<file path="config.mk">
export PLATFORM = sky130hd
export DESIGN_NAME = dig_step_ctrl
export DESIGN_NICKNAME = d
export VERILOG_FILES = /design/src/rtl/dig_pkg.sv /design/src/rtl/dig_step_target.sv /design/src/rtl/dig_step_ctrl.sv
export SDC_FILE = /design/constraint.sdc
export NUM_CORES = 1
export LEC_CHECK = 0
export CORE_ASPECT_RATIO = 1.2
export CORE_MARGIN = 2
export CORE_UTILIZATION = 51
export DETAILED_ROUTE_END_ITERATION = 10
export HOLD_SLACK_MARGIN = 0.06
export PLACE_DENSITY = 0.77
export SYNTH_ARGS = -nofsm -noshare
export SYNTH_HDL_FRONTEND = slang
export SYNTH_SLANG_ARGS = --single-unit
</file>
<file path="constraint.sdc">
create_clock -name Clk -period 3 [get_ports Clk]
set_input_delay 0.75 -clock Clk [delete_from_list [all_inputs] [get_ports Clk]]
set_output_delay 0.75 -clock Clk [all_outputs]
set_load 0.01 [all_outputs]
</file>
<file path="src/rtl/dig_pkg.sv">
// dig_pkg: shared encodings for the digger step controller.
// Key, move and default tile codes plus the FSM state type.
package dig_pkg;

  localparam logic [2:0] KEY_UP    = 3'd1;
  localparam logic [2:0] KEY_DOWN  = 3'd2;
  localparam logic [2:0] KEY_LEFT  = 3'd3;
  localparam logic [2:0] KEY_RIGHT = 3'd4;

  localparam logic [2:0] MV_NONE  = 3'd0;
  localparam logic [2:0] MV_UP    = 3'd1;
  localparam logic [2:0] MV_DOWN  = 3'd2;
  localparam logic [2:0] MV_LEFT  = 3'd3;
  localparam logic [2:0] MV_RIGHT = 3'd4;

  localparam int TILE_EMPTY_DEF   = 0;
  localparam int TILE_DIAMOND_DEF = 4;
  localparam int TILE_ROCK_DEF    = 5;
  localparam int TILE_BAG_DEF     = 6;

  typedef enum logic [1:0] {
    S_IDLE  = 2'd0,
    S_QUERY = 2'd1,
    S_COOL  = 2'd2
  } state_t;

endpackage

</file>
<file path="src/rtl/dig_step_target.sv">
// dig_step_target: key + position -> one-cell target.
// Flags whether the target stays inside the grid.
module dig_step_target
  import dig_pkg::*;
#(
  parameter int ROWS = 10,
  parameter int COLS = 15,
  parameter int XW   = $clog2(ROWS),
  parameter int YW   = $clog2(COLS)
) (
  input  logic [2:0]    i_key,
  input  logic [XW-1:0] i_x,
  input  logic [YW-1:0] i_y,
  output logic [XW-1:0] o_tx,
  output logic [YW-1:0] o_ty,
  output logic [2:0]    o_move,
  output logic          o_ok
);

  localparam logic [XW-1:0] XMAX = XW'(ROWS - 1);
  localparam logic [YW-1:0] YMAX = YW'(COLS - 1);

  // decode key into a step and check the grid edge first
  always_comb begin
    o_tx   = i_x;
    o_ty   = i_y;
    o_move = MV_NONE;
    o_ok   = 1'b0;
    unique case (1'b1)
      (i_key == KEY_UP): begin
        o_tx   = i_x - XW'(1);
        o_move = MV_UP;
        o_ok   = (i_x != '0);
      end
      (i_key == KEY_DOWN): begin
        o_tx   = i_x + XW'(1);
        o_move = MV_DOWN;
        o_ok   = (i_x < XMAX);
      end
      (i_key == KEY_LEFT): begin
        o_ty   = i_y - YW'(1);
        o_move = MV_LEFT;
        o_ok   = (i_y != '0);
      end
      (i_key == KEY_RIGHT): begin
        o_ty   = i_y + YW'(1);
        o_move = MV_RIGHT;
        o_ok   = (i_y < YMAX);
      end
      default: ;
    endcase
  end

endmodule

</file>
<file path="src/rtl/dig_step_ctrl.sv">
// dig_step_ctrl: digger position unit with map query handshake.
// Steps are bounds-checked, queried, then committed or rejected.
module dig_step_ctrl
  import dig_pkg::*;
#(
  parameter int ROWS         = 10,
  parameter int COLS         = 15,
  parameter int X_START      = 6,
  parameter int Y_START      = 7,
  parameter int TILE_W       = 3,
  parameter int TILE_EMPTY   = TILE_EMPTY_DEF,
  parameter int TILE_DIAMOND = TILE_DIAMOND_DEF,
  parameter int TILE_BAG     = TILE_BAG_DEF,
  parameter int TILE_ROCK    = TILE_ROCK_DEF,
  parameter int COOLDOWN     = 4,
  parameter int Q_TIMEOUT    = 15,
  localparam int XW = $clog2(ROWS),
  localparam int YW = $clog2(COLS),
  localparam int CW = (COOLDOWN > 1) ? $clog2(COOLDOWN) : 1,
  localparam int TW = (Q_TIMEOUT > 1) ? $clog2(Q_TIMEOUT) : 1
) (
  input  logic              Clk,
  input  logic              rst_n,
  input  logic              game_over,
  input  logic [2:0]        key,
  output logic              q_req,
  output logic [XW-1:0]     q_x,
  output logic [YW-1:0]     q_y,
  input  logic              q_valid,
  input  logic [TILE_W-1:0] q_tile,
  output logic [XW-1:0]     x,
  output logic [YW-1:0]     y,
  output logic [2:0]        move,
  output logic [1:0]        en_score,
  output logic              clr_en,
  output logic              busy
);

  localparam logic [TW-1:0] TO_LAST = TW'(Q_TIMEOUT - 1);
  localparam logic [CW-1:0] CD_LOAD =
    (COOLDOWN > 0) ? CW'(COOLDOWN - 1) : '0;

  state_t          r_state, w_state;
  logic [XW-1:0]   r_x, w_x, r_qx, w_qx, w_tx;
  logic [YW-1:0]   r_y, w_y, r_qy, w_qy, w_ty;
  logic            r_req, w_req, r_clr, w_clr, w_ok;
  logic [2:0]      r_move, w_move, w_mv;
  logic [1:0]      r_score, w_score;
  logic [TW-1:0]   r_to, w_to;
  logic [CW-1:0]   r_cool, w_cool;

  dig_step_target #(
    .ROWS (ROWS),
    .COLS (COLS),
    .XW   (XW),
    .YW   (YW)
  ) u_target (
    .i_key  (key),
    .i_x    (r_x),
    .i_y    (r_y),
    .o_tx   (w_tx),
    .o_ty   (w_ty),
    .o_move (w_mv),
    .o_ok   (w_ok)
  );

  // state and datapath registers, reset wins
  always_ff @(posedge Clk) begin
    if (!rst_n) begin
      r_state <= S_IDLE;
      r_x     <= XW'(X_START);
      r_y     <= YW'(Y_START);
      r_qx    <= '0;
      r_qy    <= '0;
      r_req   <= 1'b0;
      r_move  <= MV_NONE;
      r_score <= '0;
      r_clr   <= 1'b0;
      r_to    <= '0;
      r_cool  <= '0;
    end else begin
      r_state <= w_state;
      r_x     <= w_x;
      r_y     <= w_y;
      r_qx    <= w_qx;
      r_qy    <= w_qy;
      r_req   <= w_req;
      r_move  <= w_move;
      r_score <= w_score;
      r_clr   <= w_clr;
      r_to    <= w_to;
      r_cool  <= w_cool;
    end
  end

  // next state: launch, resolve query, then cool down
  always_comb begin
    w_state = r_state;
    w_x     = r_x;
    w_y     = r_y;
    w_qx    = r_qx;
    w_qy    = r_qy;
    w_req   = r_req;
    w_move  = r_move;
    w_score = '0;
    w_clr   = 1'b0;
    w_to    = r_to;
    w_cool  = r_cool;
    unique case (r_state)
      S_IDLE: begin
        w_move = MV_NONE;
        if (!game_over && w_ok) begin
          w_qx    = w_tx;
          w_qy    = w_ty;
          w_req   = 1'b1;
          w_move  = w_mv;
          w_to    = '0;
          w_state = S_QUERY;
        end
      end
      S_QUERY: begin
        if (game_over) begin
          w_req   = 1'b0;
          w_move  = MV_NONE;
          w_state = S_IDLE;
        end else if (q_valid) begin
          w_req   = 1'b0;
          w_move  = MV_NONE;
          w_state = S_IDLE;
          if (q_tile != TILE_W'(TILE_ROCK)) begin
            w_x    = r_qx;
            w_y    = r_qy;
            w_clr  = (q_tile != TILE_W'(TILE_EMPTY));
            w_cool = CD_LOAD;
            if (q_tile == TILE_W'(TILE_DIAMOND)) begin
              w_score = 2'd1;
            end else if (q_tile == TILE_W'(TILE_BAG)) begin
              w_score = 2'd2;
            end
            if (COOLDOWN > 0) begin
              w_state = S_COOL;
            end
          end
        end else if (r_to == TO_LAST) begin
          w_req   = 1'b0;
          w_move  = MV_NONE;
          w_state = S_IDLE;
        end else begin
          w_to = r_to + TW'(1);
        end
      end
      S_COOL: begin
        w_move = MV_NONE;
        if (r_cool == '0) begin
          w_state = S_IDLE;
        end else begin
          w_cool = r_cool - CW'(1);
        end
      end
      default: w_state = S_IDLE;
    endcase
  end

  assign q_req    = r_req;
  assign q_x      = r_qx;
  assign q_y      = r_qy;
  assign x        = r_x;
  assign y        = r_y;
  assign move     = r_move;
  assign en_score = game_over ? 2'd0 : r_score;
  assign clr_en   = r_clr;
  assign busy     = (r_state != S_IDLE);

endmodule

</file>
Word level (Yosys, flattened, before mapping)
Index checks and enable logic that the tools add are counted.
- bits in registers: 31
- output and inout bits: 24
- logic and storage cells: 98
- add/subtract/negate cells: 6
- order comparisons: 2
- eq/ne operators: 19
- multiplexer cells: 34
- bitwise logic cells: 5
- reductions and logical operators: 20
- operators by type and width (kind ; number):
    $mux 2 ; 12
    $pmux 4 s2 ; 3
    $mux 4 ; 4
    $ne 2x2->1 const B ; 8
    $add 4x1->4 const B ; 3
    $mux 3 ; 4
    $pmux 3 s4 ; 1
    $reduce_and 5->1 ; 2
    $eq 3x3->1 const B ; 3
    $pmux 3 s3 ; 1
    $lt 4x4->1 const B ; 2
    $reduce_bool 4->1 ; 2
    $sub 4x1->4 const B ; 2
    $eq 3x2->1 const B ; 2
    $pmux 2 s3 ; 1
    $reduce_and 3->1 ; 2
    $reduce_bool 2->1 ; 3
    $reduce_bool 3->1 ; 2
    $reduce_or 6->1 ; 1
    $mux 1 ; 5
    $not 1->1 ; 5
    $reduce_or 5->1 ; 1
    $eq 4x4->1 const B ; 1
    $logic_not 2->1 ; 2
    13 further kinds ; 14

Logic depth before layout (Yosys ltp)
- depth after elaboration: 5
- depth in mapped cells: 9

Modules after synthesis
From an unflattened synthesis, not the netlist that was laid out.
- cells, all modules: 212
- area, all modules: 1848.0 um2
- by module, submodules not included (module ; instances ; cells an instance ; area each (um2) ; sequential area each (um2)):
    dig_step_ctrl ; 1 ; 159 ; 1451.4 ; 620.6
    dig_step_target ; 1 ; 53 ; 396.6 ; 0.0

Least setup slack after synthesis
OpenSTA, ideal clock, no wires.
- path kind: input -> register
- start: input key[0]
- end: register r_qy[3] (netlist: q_y[3])
- library setup time: 0.101 ns
- data arrival time: 2.465 ns
- data required time: 2.899 ns
- slack: 0.434 ns
- stages: 9
- buffers on the path: 2
- cells stage by stage: buf_6 > or3b_1 > buf_6 > ha_1 > a21o_1 > a21oi_1 > mux2i_1 > xnor2_1 > o41ai_1
- word-level cells in the longest chain between the ends: 4
- elaborated cells between the ends (all ways): 8
- those cells by class: eq/ne: 4; mux: 2; reduce/logical: 2
- RTL lines (item ; line ; source):
    start: declaration ; dig_step_ctrl.sv:25 ; input logic [2:0] key,
    $eq 3x3->1 (tied with other cells) ; dig_step_target.sv:45 ; (i_key == KEY_RIGHT): begin
    $pmux 1 s4 ; dig_step_target.sv:29 ; unique case (1'b1)
    $logic_and 1x1->1 ; dig_step_ctrl.sv:112 ; if (!game_over && w_ok) begin
    $reduce_and 2->1 (no source line) ; n/a ;
    end signal: assignment ; dig_step_ctrl.sv:86 ; r_qy <= w_qy;
    end: declaration ; dig_step_ctrl.sv:45 ; logic [YW-1:0] r_y, w_y, r_qy, w_qy, w_ty;
Several ways; a longest one is shown, not always the timed one.
A chain may end at the register's enable or synchronous reset.

Worst setup path in the final report
Same ends and word-level chain as after synthesis.

==> results.md <==
* Worst-path clk slew at 0.06 ns
* Post-synthesis cell type count at 45
* Violation count after the first detailed-route iteration at 64
* Initial antenna violation count at 0
* FF+latch count, synth at 31
* Post-synthesis adder-cell area fraction at 10.0%
* Cell Area, Synth at about 1800 µm²
* Worst setup EP type: flip-flop
* CTS tree: built
* IO Count at 34
* Maximum root-to-sink buffer count at 2
* Min-delay src: move[2]
* Worst path arrival time at 2.93 ns
* H-tree Lvls at 2
* Top cells by area, synth: dfxtp_1 35%, ha_1 7.8%, mux2i_1 7.3%
* Crit path buffers/inverters at 2
* Via Count at about 1700
* GR Overflow Total at 0
* Core Box Area at 3340 µm²
* Worst-path maximum fanout at 5
* Leak at between 0.9 and 1 nW
* Compound-Gate Fraction of Synth Area at 23.1%
* Register area share after synthesis at 35.0%
* Worst-margin pin slew at slightly below 0.5 ns
* ANT cells at 0
* First-pass DRT Iterations at 4
* Startpoint Class: input pin
* Multiplexer share of the synthesized area at 7.97%
* CTS Buf Count at 5
* Status: finished clean
* Largest family of logic cells by synthesized area: compound AO/OA/AOI/OAI gates
* Detail Route Antenna Nets at 0
* Simple-gate area share of the yosys netlist at between 10 and 15%
* Hold slack at between 0.4 and 0.5 ns
* Worst R2R Path Depth at 8
* Fin crit period at 2.75 ns
* Max Freq at 363 MHz
* Syn_area_per_cell at 9.15 µm²
* Post-synth top cells: 31 x dfxtp_1, 21 x a21oi_1, 15 x nand2_1
* Max-slew headroom at about two thirds
* Largest net degree at the start of global routing at 20
* Starting Density at 53.1%
* Clock root buffer master: clkbuf_8
* WL met3 at 152 µm
* Area leader, netlist: dfxtp_1
* Pwr Density at between 300 and 400 nW/µm²
* Reg2Reg Setup Slack at 0.79 ns
* Final Skew at 0.00301 ns
* Reg2reg start: r_state[1]
* Min-delay worst type: reg -> reg
* Worst R2R End: move[1]
* Post-synth EDFFs at 0
* Post-Syn Instances at 194
* HPWL Detailed at 3.41 mm
* Die Y at between 60 and 70 µm
* Post-CTS Setup Bufs at 0
* PortBufs at 33
* Delay-heaviest family, CP: buffers and inverters
* Final setup margin at 0.248 ns
* Finished Cell Area at between 2000 and 2500 µm²
* Top sig layer: met4
* Clock Latency Late Sink at 0.28 ns
* Syn nets at ~220
* Ys flop type: dfxtp_1
* Kind of critical path: in -> reg
* First-pass GRT wire length at 7.13 mm
* Hold Path Depth at 2
* Critical path's slowest cell: clkdlybuf4s50_1
* Met1 wire length at 1.78 mm
* Slew Limit Fails at 0
* DRC viols at 0
* DIE AREA at 3970 µm²
* RSZ-0062 raised after global routing: false
* Fraction of layout cells with a size suffix above 1 at around an eighth
* Die Span X at 57.8 µm
* CP required at 3.18 ns
* Hold Violations, Final at 0
* Total routed wirelength at roughly 4.4 mm
* Post-Synth XOR/XNOR Area at 3.46%
* Dpl cell area at between 2000 and 2500 µm²
* Worst path max stage delay at 0.50 ns
* Routability cong. at 0.890
* GRT Util Overall at 23.5%
* Final #Nets at 267
* Number of synthesis warnings at 0
* Worst-path cell chain: clkdlybuf4s50_1, or3b_4, buf_4, ha_1, a21oi_1, mux2i_1, xnor2_1, o41ai_1
* Met2 WL at 2.42 mm
* Async SR Flop Fraction at 0%
* CTS Sinks at 31
* Area share of the largest cell type after synthesis at between 30% and 40%
* Core Rows at 23
* Max_cap viols at 0
* Hold buffers post-CTS at 0
* Vias in the first global route at about 1600
* Count leader, synth: dfxtp_1
* Worst vdd ir at approximately 0.00028 V
* Hold Path End: move[2]
* Tcrit/Tclk final at about nine tenths
* Final setup viols at 0
* Per-cell routed wire length at 15.7 µm
* DR vias/cell at 5.95
* Placement Setup Slack at -0.128 ns
* Area Growth Syn to Fin at 31.7%
-- layout make-up --
cell class / count / area, µm²
Multi-Input combinational cell: 141 / 1060
Fill cell: 273 / 1000
Sequential cell: 31 / 621
Timing Repair Buffer: 51 / 478
Clock buffer: 7 / 76.3
Inverter: 14 / 52.6
Tap cell: 37 / 46.3
Clock inverter: 1 / 5.00
-- power breakdown --
part	switching (W)	internal, W	total, W	leakage [nW]
Clock	0.000154	0.000163	0.000316	0.0422
Sequential	0.0000117	0.000425	0.000437	0.251
Combinational	0.0000878	0.0000873	0.000175	0.635
-- through the flow --
stage               cells  TNS [ns]  power, W  util [%]
global placement      274   -0.0265  0.000613      67.5
detailed placement    274    -0.493  0.000620      67.5
global route          282         0  0.000969      70.0
finish                282         0  0.000929      70.0
CTS                   282         0  0.000932      69.9
floorplan             194         0  0.000540         -
-- registers in the layout (all words and copies together) (netlist names) --
name,flops
q_y,4
q_x,4
y,4
q_req,1
r_cool,2
r_to,4
clr_en,1
r_score,2
r_state,2
move,3
x,4
-- logic make-up after synthesis --
kind of cell             count (synthesis)
AO/OA/AOI/OAI                           57
AND/OR/NAND/NOR                         50
flip-flops                              31
buffers and inverters                   22
multiplexers                            14
adder cells (fa/ha/maj)                 13
XOR/XNOR                                 7
-- tightest hold or removal path, cell delays in order (launching register included) --
cell     delay [ns]
dfxtp_1        0.31
nand2_1        0.05
a21oi_1        0.05
-- placed cells by master (no fill, tap or decap), types with 4 or more instances in the layout --
cell	instances
a21oi_1	21
a311oi_1	4
buf_4	17
clkbuf_8	5
clkdlybuf4s50_1	33
dfxtp_1	31
ha_1	11
inv_1	14
mux2i_1	13
nand2_1	15
nor2_1	8
nor4_1	4
o21ai_0	9
or4_1	5
xnor2_1	5
-- worst max-delay path by stage --
stage	startpoint	endpoint	slack (ns)	cells past startpoint
final	key[0]	q_y[3]	0.25	8
after global routing	key[0]	q_y[3]	0.07	8
after CTS	key[0]	q_y[3]	0.17	8
after detailed placement	key[0]	q_y[3]	-0.13	8
after global placement	key[0]	q_y[3]	-0.02	8
after floorplan	key[0]	q_y[3]	0.43	9
-- metal layers --
metal	track usage [%]	up-vias
li1	-	812
met1	25.2	815
met2	44.6	39
met3	4.48	11
met4	10.5	0
met5	0	-
-- what timing repair did --
item | 4_1_cts | 5_1_grt
setup endpoints to repair | 0 | 1
resized for setup | 0 | 1
endpoints found under the hold margin | 0 | 0
Power figures use the tool's default switching activity.
